File: src/rtl/lift_pkg.sv
// Shared constants for the hall-call encoder and the lift FSM: direction codes,
// request codes, controller states and the call-index lookup helpers.
package lift_pkg;

    localparam logic [1:0] DIR_UP   = 2'b00;
    localparam logic [1:0] DIR_DOWN = 2'b01;
    localparam logic [1:0] DIR_STAY = 2'b10;

    localparam logic [2:0] REQ_NONE = 3'b000;
    localparam logic [2:0] REQ_1U   = 3'b001;
    localparam logic [2:0] REQ_2U   = 3'b010;
    localparam logic [2:0] REQ_3U   = 3'b011;
    localparam logic [2:0] REQ_2D   = 3'b110;
    localparam logic [2:0] REQ_3D   = 3'b111;
    localparam logic [2:0] REQ_4D   = 3'b100;

    localparam int NUM_CALLS = 6;

    typedef enum logic [1:0] {
        ST_IDLE  = 2'd0,
        ST_ISSUE = 2'd1,
        ST_DWELL = 2'd2
    } lift_state_t;

    // Call index order: 1U, 2U, 3U, 2D, 3D, 4D.
    function automatic logic [2:0] idx_to_code(input logic [2:0] idx);
        case (idx)
            3'd0:    return REQ_1U;
            3'd1:    return REQ_2U;
            3'd2:    return REQ_3U;
            3'd3:    return REQ_2D;
            3'd4:    return REQ_3D;
            3'd5:    return REQ_4D;
            default: return REQ_NONE;
        endcase
    endfunction

    // Target floor in floor-sensor encoding (00 = floor 1).
    function automatic logic [1:0] idx_to_floor(input logic [2:0] idx);
        case (idx)
            3'd0:    return 2'b00;
            3'd1:    return 2'b01;
            3'd2:    return 2'b10;
            3'd3:    return 2'b01;
            3'd4:    return 2'b10;
            3'd5:    return 2'b11;
            default: return 2'b00;
        endcase
    endfunction

    function automatic logic [2:0] next_idx(input logic [2:0] idx);
        return (idx >= 3'd5) ? 3'd0 : idx + 3'd1;
    endfunction

endpackage

File: src/rtl/lift_rr_arbiter.sv
// Combinational round-robin pick over the six latched hall calls, searching
// upward from rr_ptr and wrapping index 5 back to 0.
module lift_rr_arbiter
    import lift_pkg::*;
(
    input  logic [5:0] pending,
    input  logic [2:0] rr_ptr,
    output logic [2:0] grant_idx,
    output logic       grant_vld
);

    logic [3:0] cand;

    // Walk offsets from farthest to nearest so the nearest pending call wins.
    always_comb begin
        grant_idx = 3'd0;
        grant_vld = 1'b0;
        cand      = 4'd0;
        for (int i = NUM_CALLS - 1; i >= 0; i--) begin
            cand = {1'b0, rr_ptr} + 4'(i);
            if (cand >= 4'(NUM_CALLS)) begin
                cand = cand - 4'(NUM_CALLS);
            end
            if (pending[cand[2:0]]) begin
                grant_idx = cand[2:0];
                grant_vld = 1'b1;
            end
        end
    end

endmodule

File: src/rtl/lift_call_encoder.sv
// Hall-call front end: latches buttons, issues one encoded request at a time and
// retires it after a door dwell. LIFT_CALL_TIMEOUT_EN adds an ISSUE timeout.
module lift_call_encoder
    import lift_pkg::*;
#(
    parameter int DWELL_CYCLES   = 8,
    parameter int TIMEOUT_CYCLES = 1024
) (
    input  logic       clk,
    input  logic       rst_n,
    input  logic [2:0] btn_up,
    input  logic [2:0] btn_dn,
    input  logic [1:0] lift_dir,
    input  logic [1:0] floor_at,
    output logic [2:0] req_code,
    output logic       req_valid,
    output logic       served,
    output logic [5:0] pending,
    output logic       timeout_err
);

    generate
        if (DWELL_CYCLES < 1 || DWELL_CYCLES > 255) begin : g_bad_dwell
            $error("DWELL_CYCLES must be 1..255");
        end
        if (TIMEOUT_CYCLES < 1 || TIMEOUT_CYCLES > 65535) begin : g_bad_timeout
            $error("TIMEOUT_CYCLES must be 1..65535");
        end
    endgenerate

    lift_state_t state, state_nxt;
    logic [2:0]  active, active_nxt;
    logic [2:0]  rr_ptr, rr_ptr_nxt;
    logic [7:0]  dwell_cnt, dwell_nxt;
    logic [2:0]  req_code_nxt;
    logic        served_nxt;
    logic [5:0]  clr_mask;
    logic [2:0]  grant_idx;
    logic        grant_vld;
    logic        timeout_hit;
    logic        arrived;

    lift_rr_arbiter u_arb (
        .pending   (pending),
        .rr_ptr    (rr_ptr),
        .grant_idx (grant_idx),
        .grant_vld (grant_vld)
    );

    assign arrived   = (floor_at == idx_to_floor(active)) && (lift_dir == DIR_STAY);
    assign req_valid = |req_code;

    always_comb begin
        state_nxt    = state;
        active_nxt   = active;
        rr_ptr_nxt   = rr_ptr;
        dwell_nxt    = dwell_cnt;
        req_code_nxt = req_code;
        served_nxt   = 1'b0;
        clr_mask     = 6'd0;
        case (state)
            ST_IDLE: begin
                req_code_nxt = REQ_NONE;
                if (grant_vld) begin
                    active_nxt   = grant_idx;
                    req_code_nxt = idx_to_code(grant_idx);
                    state_nxt    = ST_ISSUE;
                end
            end
            ST_ISSUE: begin
                if (arrived) begin
                    dwell_nxt = 8'(DWELL_CYCLES - 1);
                    state_nxt = ST_DWELL;
                end else if (timeout_hit) begin
                    // Abandoned call stays pending; move the pointer past it.
                    rr_ptr_nxt   = next_idx(active);
                    req_code_nxt = REQ_NONE;
                    state_nxt    = ST_IDLE;
                end
            end
            ST_DWELL: begin
                if (dwell_cnt == 8'd0) begin
                    clr_mask     = 6'b000001 << active;
                    served_nxt   = 1'b1;
                    rr_ptr_nxt   = next_idx(active);
                    req_code_nxt = REQ_NONE;
                    state_nxt    = ST_IDLE;
                end else begin
                    dwell_nxt = dwell_cnt - 8'd1;
                end
            end
            default: begin
                req_code_nxt = REQ_NONE;
                state_nxt    = ST_IDLE;
            end
        endcase
    end

    // Clear is applied after the OR so a retire beats a same-cycle press.
    always_ff @(posedge clk or negedge rst_n) begin
        if (!rst_n) begin
            state     <= ST_IDLE;
            active    <= 3'd0;
            rr_ptr    <= 3'd0;
            dwell_cnt <= 8'd0;
            req_code  <= REQ_NONE;
            served    <= 1'b0;
            pending   <= 6'd0;
        end else begin
            state     <= state_nxt;
            active    <= active_nxt;
            rr_ptr    <= rr_ptr_nxt;
            dwell_cnt <= dwell_nxt;
            req_code  <= req_code_nxt;
            served    <= served_nxt;
            pending   <= (pending | {btn_dn, btn_up}) & ~clr_mask;
        end
    end

`ifdef LIFT_CALL_TIMEOUT_EN
    logic [15:0] to_cnt;
    logic        to_err;

    assign timeout_hit = (state == ST_ISSUE) && (to_cnt == 16'(TIMEOUT_CYCLES - 1));
    assign timeout_err = to_err;

    always_ff @(posedge clk or negedge rst_n) begin
        if (!rst_n) begin
            to_cnt <= 16'd0;
            to_err <= 1'b0;
        end else begin
            if (state == ST_ISSUE && !timeout_hit) begin
                to_cnt <= to_cnt + 16'd1;
            end else begin
                to_cnt <= 16'd0;
            end
            if (timeout_hit && state_nxt == ST_IDLE) begin
                to_err <= 1'b1;
            end
        end
    end
`else
    assign timeout_hit = 1'b0;
    assign timeout_err = 1'b0;
`endif

endmodule

File: config.mk
export PLATFORM = sky130hd
export DESIGN_NAME = lift_call_encoder
export DESIGN_NICKNAME = d
export VERILOG_FILES = /design/src/rtl/lift_pkg.sv /design/src/rtl/lift_rr_arbiter.sv /design/src/rtl/lift_call_encoder.sv
export SDC_FILE = /design/constraint.sdc
export NUM_CORES = 1
export LEC_CHECK = 0
export BUFFER_PORTS_ARGS = -buffer_cell sky130_fd_sc_hd__buf_2
export CORE_MARGIN = 8
export CORE_UTILIZATION = 50
export CTS_BUF_LIST = sky130_fd_sc_hd__clkbuf_8
export CTS_CLUSTER_SIZE = 16
export DETAILED_ROUTE_END_ITERATION = 8
export PLACE_DENSITY = 0.79
export SYNTH_ARGS = -nofsm -noshare
export SYNTH_HDL_FRONTEND = slang
export SYNTH_SLANG_ARGS = --single-unit
File: constraint.sdc
create_clock -name clk -period 3.5 [get_ports clk]
set_input_delay 0.7 -clock clk [delete_from_list [all_inputs] [get_ports clk]]
set_output_delay 0.7 -clock clk [all_outputs]
set_load 0.01 [all_outputs]
==> key figures <==
Layout
  – Layout cells sized above 1: 18.4%
  – Commonest non-fill, non-tap cells in the layout: nor2_1, dfrtp_1, buf_2, a21oi_1
  – Area delta synth->final: 9.36%
  – Most common cell after layout, fill and taps aside: nor2_1
  – Nets: 293
  – Fin cells: about 320
  – Ant. Diodes: 0
  – Fin util: 57.7%

STA
  – Final Setup Violations: 0
  – Fin Setup TNS: 0 ns
  – Worst-margin pin slew: around 0.63 ns
  – Max-slew violations: 0
  – Fmax: about 0.32 GHz
  – Clk_skew: 0.00232 ns
  – Hold Vio Cnt, Final: 0
  – Unrepaired setup endpoints after global routing: no
  – Relative max-transition margin: 57.0%
  – Period utilization: 90.5%
  – Minimum clock period: about 3.2 ns

Placed design
  – IO buf count: 22
  – Post-Place Cells: 312
  – RePlAce Congestion: 0.940
  – Post-DP HPWL: 3830 um

GRT
  – GR Util met3: 1.53%
  – Largest net degree at the start of global routing: 27
  – GR met1 Demand/Resource: 20.2%
  – Met2 GRT Util: about a quarter
  – Total track usage: 15.2%
  – First-pass GRT wire length: 8300 um
  – Total grt overflow: 0
  – Vias in the first global route: 1816
  – Most Crowded Layer GR: met2
  – Initial antenna violation count: 0

Route
  – WL per Instance: 15.4 um
  – Via Count: 1827
  – DRT antenna net count: 0
  – Final wirelength: 4870 um
  – First-pass detailed-route iteration total: 4
  – DRT iter0 DRCs: 178
  – Vias per Instance: roughly 5.8
  – Post-route DRC: 0

Critical path
  – Crit path kind: flop to flop
  – Reg2reg start: rr_ptr[0]$_DFFE_PN0P_
  – Worst Setup Start Kind: flop
  – CP Capture Type: flop
  – Arrival time worst endpoint: 3.31 ns
  – Reg2Reg Setup Slack: 0.33 ns
  – Crit-path max FO: 11
  – Worst Setup SP: rr_ptr[0]$_DFFE_PN0P_
  – CP Data Required Time: 3.64 ns

Synth
  – Synthesized area: 2140 um2
  – Synth Area per Inst: 8.84 um2
  – Flops & latches, synth: 26
  – Synth Flop Type: dfrtp_1
  – Syn nets: 268
  – Number of synthesized flops with an enable pin: 0
  – Asr flop ratio synth: 100%
  – Sequential fraction of the synthesis area: 30.4%
  – Synth warn: 0
  – Synth unique cells: a little under 60
  – Post-synthesis instance total: approximately 240

Floorplanning
  – Die Y-Extent: 81.4 um
  – Die outline area: 6630 um2
  – Initial core utilization: between 50% and 60%
  – Rows: 23
  – I/O pin count: 24
  – Die width: just over 80 um
  – Core area: 4060 um2

CTS
  – Root Buffer: clkbuf_8
  – Clock Sinks: 26
  – CTS tree: built
  – H-tree depth: 1
  – Post CTS Setup Buffer Count: 0
  – CTS Buf Count: 3
  – Worst-path clk slew: 0.09 ns
  – CTS Buffer Depth: 2
  – Post-CTS resize count: 0
  – Post-CTS Hold Fix Bufs: 0
  – Clk_lat worst skew: 0.27 ns

Run status
  – Outcome: complete, no violations

Power
  – Pwr/cell area: just over 400 nW/um2
  – Max IR drop VDD: between 300 and 400 uV
  – Leak: 0.992 nW

Min path
  – Worst Hold Class: input pin to asynchronous set/reset pin

Job
  – Max Cap Violations: 0
[cells in the mapped netlist (2+ instances only)]
master | count | share of area, %
or3_1 | 2 | 0.58
nand2b_1 | 3 | 0.88
nand2_1 | 15 | 2.6
buf_6 | 2 | 1.1
dfrtp_1 | 26 | 30
xor2_1 | 3 | 1.2
mux2_2 | 4 | 2.1
o21a_1 | 3 | 1.1
nor3b_1 | 2 | 0.70
and2_1 | 4 | 1.2
nand3b_1 | 2 | 0.70
or2_2 | 2 | 0.58
o21ai_0 | 15 | 3.5
mux2i_1 | 9 | 4.2
a21o_1 | 3 | 1.1
o21ai_2 | 2 | 0.82
xnor2_1 | 10 | 4.1
o211ai_2 | 2 | 1.2
o211ai_1 | 4 | 1.4
ha_1 | 14 | 8.2
nand3_1 | 6 | 1.4
inv_1 | 13 | 2.3
a21oi_1 | 18 | 4.2
nor3_1 | 11 | 2.6
nor2_1 | 29 | 5.1
nor4_1 | 3 | 0.88
a31oi_1 | 3 | 0.88
[metal layers]
metal	up-vias	wire length, um
met5	-	0
met4	0	74
met2	51	2300
met1	854	2270
li1	915	-
met3	7	226
[metrics by stage]
step / setup WS (ns) / hold slack, ns / power, W / instance area, um2
global placement: 0.498 / 0.454 / 0.000687 / 2270
finish: 0.333 / 0.411 / 0.000944 / 2340
CTS: 0.387 / 0.438 / 0.000951 / 2340
detailed placement: 0.416 / 0.462 / 0.000701 / 2270
floorplan: 0.601 / 0.404 / 0.000613 / 2140
global route: 0.126 / 0.470 / 0.00100 / 2340
[cell families (layout without fill, tap and decap cells)]
kind of cell	after synthesis	after routing	synth area share, %
other	1	1	0.175
multiplexers	14	14	7.37
AND/OR/NAND/NOR	90	90	21.3
adder cells (fa/ha/maj)	14	14	8.19
buffers and inverters	18	42	5.38
flip-flops	26	26	30.4
AO/OA/AOI/OAI	65	65	21.1
XOR/XNOR	14	14	6.08
[sequential cells by signal (all words and copies together), names as in the netlist]
signal,flops
active,3
dwell_cnt,8
pending,6
req_code,3
rr_ptr,3
served,1
state,2
[where the power goes]
| group | leakage, nW | switching [W] | total (W) | internal, W |
|---|---|---|---|---|
| registers | 0.304 | 0.0000537 | 0.000414 | 0.000360 |
| clock network | 0.0357 | 0.0000945 | 0.000248 | 0.000153 |
| logic | 0.652 | 0.000163 | 0.000283 | 0.000120 |
| total | 0.992 | 0.000311 | 0.000944 | 0.000633 |
[worst max-delay path, stage by stage (launching register included)]
cell      delay, ns
dfrtp_1        0.60
inv_1          0.21
ha_1           0.45
buf_4          0.22
nor3_1         0.08
o21bai_1       0.23
o211ai_1       0.26
or4_4          0.58
o211ai_2       0.10
nor3_1         0.09
xnor2_1        0.15
o21ai_1        0.07
[worst paths after layout]
kind | end | depth (start not counted)
max | req_code[1]$_DFFE_PN0P_ | 11
min | req_code[0]$_DFFE_PN0P_ | 1
max reg2reg | req_code[1]$_DFFE_PN0P_ | 11
min reg2reg | dwell_cnt[0]$_DFFE_PN0P_ | 1
max in group asynchronous | rr_ptr[1]$_DFFE_PN0P_ | 1
min in group clk | dwell_cnt[0]$_DFFE_PN0P_ | 1
[final cells by class]
cell class,count,area [um2]
multi-input combinational,198,1370
clock buffer,3,41.3
clock inverter,1,30.0
inverter,13,48.8
fill,334,1720
tap,50,62.6
timing repair buffer,25,133
sequential,26,651
(Power assumes the default switching activity.)
